### config.mk
export PLATFORM = sky130hd
export DESIGN_NAME = step_phase_sequencer
export DESIGN_NICKNAME = d
export VERILOG_FILES = /design/src/rtl/step_phase_sequencer_pkg.sv /design/src/rtl/step_phase_sequencer_step_edge_detect.sv /design/src/rtl/step_phase_sequencer.sv
export SDC_FILE = /design/constraint.sdc
export NUM_CORES = 1
export LEC_CHECK = 0
export BUFFER_PORTS_ARGS = -buffer_cell sky130_fd_sc_hd__buf_2
export CAP_MARGIN = 30
export CORE_UTILIZATION = 45
export CTS_CLUSTER_SIZE = 30
export DETAILED_ROUTE_END_ITERATION = 16
export PLACE_DENSITY_LB_ADDON = 0.05
export SETUP_SLACK_MARGIN = 0.3
export SYNTH_ARGS = -nofsm -noshare
export SYNTH_HDL_FRONTEND = slang
export SYNTH_HIERARCHICAL = 1
export SYNTH_SLANG_ARGS = --single-unit
### constraint.sdc
create_clock -name clk -period 2.6 [get_ports clk]
set_input_delay 0 -clock clk [delete_from_list [all_inputs] [get_ports clk]]
set_output_delay 0 -clock clk [all_outputs]
set_load 0.05 [all_outputs]
### src/rtl/step_phase_sequencer_pkg.sv
// Shared types and constants for the stepper phase sequencer:
// FSM state encoding, coil width and the 8-entry unipolar phase table.
package step_phase_sequencer_pkg;

  localparam int COIL_W = 4;
  localparam int NUM_PHASES = 8;

  typedef enum logic [1:0] {
    IDLE   = 2'd0,
    RUN    = 2'd1,
    SETTLE = 2'd2
  } seqState_t;

  // Half-step walk; odd indices are the two-coil (full-step) entries.
  localparam logic [NUM_PHASES-1:0][COIL_W-1:0] PHASE_TABLE = {
    4'b1001, 4'b0001, 4'b0011, 4'b0010,
    4'b0110, 4'b0100, 4'b1100, 4'b1000
  };

  // Index stride for a taken step: full-step from an even index snaps by
  // one onto a two-coil entry, otherwise full-step strides by two.
  function automatic logic [2:0] phaseStride(input logic halfStep, input logic [2:0] idx);
    return (!halfStep && idx[0]) ? 3'd2 : 3'd1;
  endfunction

endpackage

### src/rtl/step_phase_sequencer_step_edge_detect.sv
// Registered rising-edge detector: one-cycle pulse on a 0->1 transition.
module step_edge_detect (
  input  logic clk,
  input  logic rst,
  input  logic sig,
  output logic rise
);

  logic sigQ;

  // Sample the input once per cycle; pulse is combinational off the sample.
  always_ff @(posedge clk) begin
    if (rst) sigQ <= 1'b0;
    else     sigQ <= sig;
  end

  assign rise = sig & ~sigQ;

endmodule

### src/rtl/step_phase_sequencer.sv
// Step/direction to unipolar coil phase sequencer with direction-change
// settle window and signed half-step position count.
// Optional: STEP_PHASE_IDLE_DEENERGIZE_EN drops coil drive after
// IDLE_TIMEOUT cycles in RUN without a step; the next step restores it.
module step_phase_sequencer
  import step_phase_sequencer_pkg::*;
#(
  parameter int POS_W        = 16,
  parameter int DIR_SETTLE   = 8,
  parameter int IDLE_TIMEOUT = 1000000
) (
  input  logic                    clk,
  input  logic                    rst,
  input  logic                    step_in,
  input  logic                    dir,
  input  logic                    half_step,
  input  logic                    enable,
  input  logic                    clr_flag,
  output logic [COIL_W-1:0]       coil,
  output logic signed [POS_W-1:0] position,
  output logic                    step_dropped,
  output logic                    settling
);

  localparam logic [7:0] SETTLE_LOAD = 8'(DIR_SETTLE - 1);

  seqState_t               state;
  logic [7:0]              settleCnt;
  logic                    dirQ;
  logic [2:0]              phaseIdx;
  logic                    stepEdge;
  logic                    dirChange;
  logic                    stepTaken;
  logic [2:0]              stride;
  logic [2:0]              idxNext;
  logic [POS_W-1:0]        posStride;
  logic signed [POS_W-1:0] posNext;
  logic                    coilBlank;

  step_edge_detect u_stepEdge (
    .clk  (clk),
    .rst  (rst),
    .sig  (step_in),
    .rise (stepEdge)
  );

  assign dirChange = dir ^ dirQ;
  // A step coinciding with a direction change is refused; the settle
  // window starts instead.
  assign stepTaken = (state == RUN) && enable && stepEdge && !dirChange;
  assign stride    = phaseStride(half_step, phaseIdx);
  assign posStride = {{(POS_W-3){1'b0}}, stride};

  // Next phase index and position; both move by the same signed stride.
  always_comb begin
    idxNext = phaseIdx;
    posNext = position;
    if (stepTaken) begin
      idxNext = dir ? phaseIdx + stride : phaseIdx - stride;
      posNext = dir ? position + posStride : position - posStride;
    end
  end

`ifdef STEP_PHASE_IDLE_DEENERGIZE_EN
  localparam int IDLE_W = $clog2(IDLE_TIMEOUT + 1);
  localparam logic [IDLE_W-1:0] IDLE_LIMIT = IDLE_W'(IDLE_TIMEOUT);

  logic [IDLE_W-1:0] idleCnt;
  logic [IDLE_W-1:0] idleNext;

  // Idle count runs only in RUN, saturates at the limit, clears on a step.
  always_comb begin
    idleNext = '0;
    if (state == RUN && !stepTaken)
      idleNext = (idleCnt >= IDLE_LIMIT) ? idleCnt : idleCnt + 1'b1;
  end

  // Idle counter register.
  always_ff @(posedge clk) begin
    if (rst) idleCnt <= '0;
    else     idleCnt <= idleNext;
  end

  assign coilBlank = (idleNext >= IDLE_LIMIT);
`else
  assign coilBlank = 1'b0;
`endif

  // Control FSM: enable gating, settle window after a direction change.
  always_ff @(posedge clk) begin
    if (rst) begin
      state     <= IDLE;
      settleCnt <= '0;
      settling  <= 1'b0;
    end else begin
      case (state)
        IDLE: begin
          if (enable) state <= RUN;
        end
        RUN: begin
          if (!enable) begin
            state <= IDLE;
          end else if (dirChange) begin
            state     <= SETTLE;
            settleCnt <= SETTLE_LOAD;
            settling  <= 1'b1;
          end
        end
        SETTLE: begin
          if (!enable) begin
            state    <= IDLE;
            settling <= 1'b0;
          end else if (dirChange) begin
            settleCnt <= SETTLE_LOAD;
          end else if (settleCnt == '0) begin
            state    <= RUN;
            settling <= 1'b0;
          end else begin
            settleCnt <= settleCnt - 1'b1;
          end
        end
        default: begin
          state    <= IDLE;
          settling <= 1'b0;
        end
      endcase
    end
  end

  // Phase, position, coil drive and the sticky drop flag.
  always_ff @(posedge clk) begin
    if (rst) begin
      dirQ         <= 1'b0;
      phaseIdx     <= '0;
      position     <= '0;
      coil         <= '0;
      step_dropped <= 1'b0;
    end else begin
      dirQ     <= dir;
      phaseIdx <= idxNext;
      position <= posNext;
      coil     <= (enable && !coilBlank) ? PHASE_TABLE[idxNext] : '0;
      if (stepEdge && !stepTaken) step_dropped <= 1'b1;
      else if (clr_flag)          step_dropped <= 1'b0;
    end
  end

endmodule
# == After elaboration in Yosys (flattened, before gate mapping) ==
# Memory sizes are Yosys's and may differ from the RTL's. A register that Yosys moved wholly into a read port is not among the register bits.
# Cells that the tools add are included.
# classes
mux,25
n_reduce_logical,16
n_addsub,5
bitwise,5
eq_ne,10
# ops
operator,count
2-to-1 mux 8 bit,5
adder 16 x 2 -> 16 bit,1
2-to-1 mux 16 bit,1
case mux 8 bit (2 select lines),1
subtractor 16 x 2 -> 16 bit,1
2-to-1 mux 2 bit,7
"!= test 3 bit, second input constant",4
AND reduction 5 bit,2
logical NOT 8 bit,1
"!= test 2 bit, second input constant",4
"subtractor 8 x 1 -> 8 bit, second input constant",1
2-to-1 mux 1 bit,7
2-to-1 mux 3 bit,2
case mux 2 bit (3 select lines),1
logical AND 1 bit,5
AND reduction 4 bit,1
nonzero test 2 bit,2
adder 3 x 2 -> 3 bit,1
logical NOT 1 bit,3
NOT 1 bit,3
case mux 1 bit (3 select lines),1
subtractor 3 x 2 -> 3 bit,1
"equality test 2 x 1 -> 1 bit, second input constant",1
"equality test 2 bit, second input constant",1
4 further kinds,4
# word_totals
rom_bits,32
output_inout_bits,22
inputBits,7
elab_cells,70
register_bits,33
mem_count,1
# mem_list
name,words,width,read_ports,rd_clocked_by_memory_dff,write_ports,line_no,rtl
(no name shown),8,4,1,1,0,step_phase_sequencer.sv:142,coil <= (enable && !coilBlank) ? PHASE_TABLE[idxNext] : '0;

# == Logic depth before layout (Yosys ltp) ==
# logic_depth
depth_word,7
ltp_mapped,10
mapped_depth_nobuf,9

# == Cells and area by module ==
# Netlist, hierarchy kept.
# modules_own_cells
mod,seq_area_each_um2,cells_each,n_inst,area_each_um2
step_phase_sequencer,720.7,277,1,2336.0
step_edge_detect,20.0,3,1,47.5

# == Least setup slack after synthesis ==
# No wires, ideal clock.
# synth_timing
path_type,register to register
start,register position[0]
end,register position[10]
arrival_time_ns,2.262
required_time_ns,2.529
path_slack_ns,0.267
period_less_slack_ns,2.333
stages_incl_launch_ff,9
n_path_buf,0
path_cell_list,dfxtp_1 -> ha_1 -> fa_1 -> a211oi_1 -> o211ai_1 -> a41oi_1 -> xnor2_1 -> nand2_1 -> a21oi_1
# synth_between
elab_chain_len,2
word_cells_on_any_way,3
cone_classes,add/sub (2); mux (1)
# synth_lines
item,line_no,rtl
"start, declared",step_phase_sequencer.sv:20,"output logic signed [POS_W-1:0] position,"
"start signal, assigned",step_phase_sequencer.sv:141,position <= posNext;
subtractor 16 x 2 -> 16 bit / adder 16 x 2 -> 16 bit (equally long branches),step_phase_sequencer.sv:60,posNext = dir ? position + posStride : position - posStride;
2-to-1 mux 16 bit *,step_phase_sequencer.sv:60,
# Every way passes the cells marked *; elsewhere a longest branch is shown, timed or not.
# A chain may end at the register's enable or synchronous reset.

# == Worst setup path after layout ==
# layout_timing
start,register phaseIdx[0]
end,register position[14]
# layout_between
elab_chain_len,4
word_cells_on_any_way,5
cone_classes,add/sub (2); mux (2); reduce/logical (1)
# layout_lines
item,line_no,rtl
"start, declared",step_phase_sequencer.sv:30,logic [2:0] phaseIdx;
"start signal, assigned",step_phase_sequencer.sv:140,phaseIdx <= idxNext;
logical AND 1 bit *,step_phase_sequencer_pkg.sv:23,return (!halfStep && idx[0]) ? 3'd2 : 3'd1;
2-to-1 mux 2 bit *,step_phase_sequencer_pkg.sv:23,
subtractor 16 x 2 -> 16 bit / adder 16 x 2 -> 16 bit (equally long branches),step_phase_sequencer.sv:60,
2-to-1 mux 16 bit *,step_phase_sequencer.sv:60,
# Marks and branches as above.

==> results.py <==
metrics = {
    "floorplan": {
        "die-area_um2": 5590,
        "start_util_pct": 46.7,
        "core-area_um2": 5110,
        "num_rows": 26,
        "die_height_um": 74.8,
        "ios": 29,
        "die_w_um": 74.8,
    },
    "synth": {
        "syn_inst": 280,
        "ys_seq_area_share_pct": 31.1,
        "async_reset_ff_share_pct": 0,
        "ys.flop_type": "dfxtp_1",
        "avgSynthCellArea_um2": 8.51,
        "synth.distinct_cells": 50,
        "ys_warn_count": 6,
        "synth_edf_count": 0,
        "synth_seq_cells": 37,
        "synthesis.nets": 307,
        "netlist_area_um2": 2380,
    },
    "global_route": {
        "antenna_found_initial": 0,
        "grt_pass1_vias": 1907,
        "grt_first_pass_wirelength_mm": 8.25,
        "overflow": 0,
        "track_usage_pct": 19.2,
        "grt_max_degree": 36,
    },
    "routing": {
        "vias_per_cell": 5.39,
        "drc": 0,
        "drt_iter0_drc": 65,
        "vias": 2047,
        "final_antenna_net_count": 0,
        "drt-total-wl_mm": 4.99,
        "drtPass1Iterations": 4,
        "wl_per_cell_um": 13.1,
    },
    "worst_setup_path": {
        "required_ns": 2.77,
        "cp_slowest_stage_delay_ns": 0.39,
        "path_max_fanout": 4,
        "endpoint_kind": "flip-flop",
        "cp_common_cell": "o211ai_1",
        "critPathSlowestCell": "fa_2",
        "critPathArrivalTime_ns": 2.34,
        "path_class": "reg2reg",
        "crit_chain": "nand2b_1 > ha_2 > fa_2 > a211oi_4 > o211ai_1 > nand3_1 > o221ai_1 > nand2_1 > o211ai_1",
        "start_kind": "flip-flop",
    },
    "timing": {
        "slew_headroom_pct": 55.3,
        "period_minus_slack_ns": 2.18,
        "drv_slew": 0,
        "rsz0062_at_grt": "false",
        "finalHoldViolations": 0,
        "tightest_slew_ns": 0.670,
        "timing.setup.tns_ns": 0,
        "timing.fmax_ghz": 0.459,
        "fin_skew_ns": 0.00785,
        "setup_viol": 0,
        "finalCritPeriodShare_pct": 83.8,
        "layout_setup_ws_ns": 0.422,
    },
    "clock_network": {
        "clkLatencyLatePin_ns": 0.29,
        "htreeDepth": 2,
        "cts_tree": "built",
        "clock_path_buffers": 2,
        "cts_buffers": 5,
        "cts_sinks": 37,
        "root_buffer": "clkbuf_8",
        "path_clk_slew_ns": 0.08,
    },
    "place": {
        "gp_congestion": 0.770,
        "hpwl_mm": 3.50,
        "dp_slack_ns": 0.199,
        "portBuffers": 28,
        "placed_area_um2": 2560,
    },
    "layout": {
        "n_antenna_cell": 0,
        "final_area_um2": 2760,
        "syn_to_final_growth_pct": 15.7,
        "regArea_um2": 743,
        "nNetsFinal": 336,
        "multi_input_area_um2": 1580,
        "n_fill_cell": 489,
        "utilization_pct": 54.0,
        "layout_common_cells": "nor2_1 (35), dfxtp_1 (35), nand2_1 (29)",
        "drive_above_1_share_pct": 20.6,
    },
    "power_and_ir_drop": {
        "p_leak_uw": 0.00118,
        "p_per_area_nw_per_um2": 483,
        "finalPower_uw": 1330,
        "peakVddDrop_mv": 0.267,
    },
    "run": {
        "drv_cap": 0,
    },
    "min_path": {
        "hp-class": "in2reg",
    },
    "outcome": {
        "status": "completed",
    },
}
-- final cells by class --
cell class | count | share of cell area [%]
inverters | 10 | 1.36
repair buffers | 34 | 6.90
clock buffers | 7 | 3.13
flip-flops and latches | 37 | 27.0
multi-input cells | 221 | 57.4
well taps | 70 | 3.18
clock inverters | 1 | 1.09
-- worst paths after layout --
path | startpoint | endpoint | slack [ns] | depth (start not counted)
worst min-delay path | enable | settleCnt[1] | 0.12 | 3
worst min register to register | position[0] | position[0] | 0.47 | 2
worst max register to register | phaseIdx[0] | position[14] | 0.42 | 9
worst max-delay path | phaseIdx[0] | position[14] | 0.42 | 9
-- cell usage after synthesis, types with 2 or more instances --
library cell	count	share of area, %
or4_4	2	0.94
a21o_1	7	2.2
o211ai_1	3	0.94
nor2_1	35	5.5
nand2_1	30	4.7
a211oi_1	6	1.9
nand3b_1	6	1.9
nor2b_4	2	1.2
a31o_2	2	0.74
nand2b_1	6	1.6
a21oi_1	22	4.6
o21ai_1	4	0.84
xor2_1	8	2.9
nand4_1	4	1.0
and3_1	2	0.52
clkbuf_1	8	1.3
nand3_1	3	0.63
buf_2	2	0.42
o21ai_0	7	1.5
inv_1	10	1.6
xnor2_1	8	2.9
a221oi_1	2	0.74
nor3_1	10	2.1
buf_6	2	0.94
ha_1	18	9.4
nor4_1	2	0.52
o21bai_1	3	0.94
a41oi_1	4	1.5
nor4_4	2	1.8
fa_1	2	1.7
mux2i_1	3	1.3
dfxtp_1	37	31
-- power by group --
group	internal (uW)	switching, uW	total (uW)	leakage (uW)
Sequential	584	15.3	599	0.000301
Clock	313	205	517	0.0000585
Combinational	81.5	135	216	0.000819
-- metal layers --
metal  vias up  share of wire (%)  wire, um  GRT usage (%)
met5         -                  0         0              0
met4         0                1.4        70           6.92
met3         8                3.2       162           3.61
met2        38                 47      2330           32.7
met1       944                 49      2430           24.2
li1       1057                  -         -              -
-- critical path, delay by kind of cell, from the launching register on --
kind | cells | cell delay [ns]
adder cells (fa/ha/maj) | 2 | 0.62
flip-flops | 1 | 0.36
AO/OA/AOI/OAI | 4 | 0.71
AND/OR/NAND/NOR | 3 | 0.37
-- cell families after synthesis --
group | after synthesis | share of synthesized area [%]
flops | 37 | 31.1
buf+inv | 22 | 4.20
fa+ha+maj | 20 | 11.1
mux | 4 | 1.84
simple gates | 111 | 25.0
xor+xnor | 18 | 7.72
compound gates | 68 | 19.0
-- through the flow --
| stage | hold slack, ns | std cells |
|---|---|---|
| after global placement | 0.234 | 368 |
| after global routing | 0.141 | 380 |
| final | 0.125 | 380 |
| after floorplan | 0.0643 | 280 |
| after detailed placement | 0.239 | 368 |
| after CTS | 0.115 | 378 |
-- timing repair --
item,in CTS,in global routing
buffers inserted,0,2
endpoints found under the hold margin,2,0
hold buffers,2,0
resized for setup,2,7
pin swaps,0,4
setup endpoints to repair,5,10
-- flip-flops by register name (all words and copies together), names as in the netlist --
name	count
coil	4
u_stepEdge/sigQ	1
step_dropped	1
settling	1
phaseIdx	3
dirQ	1
position	16
settleCnt	8
state	2
(Power assumes the default switching activity.)
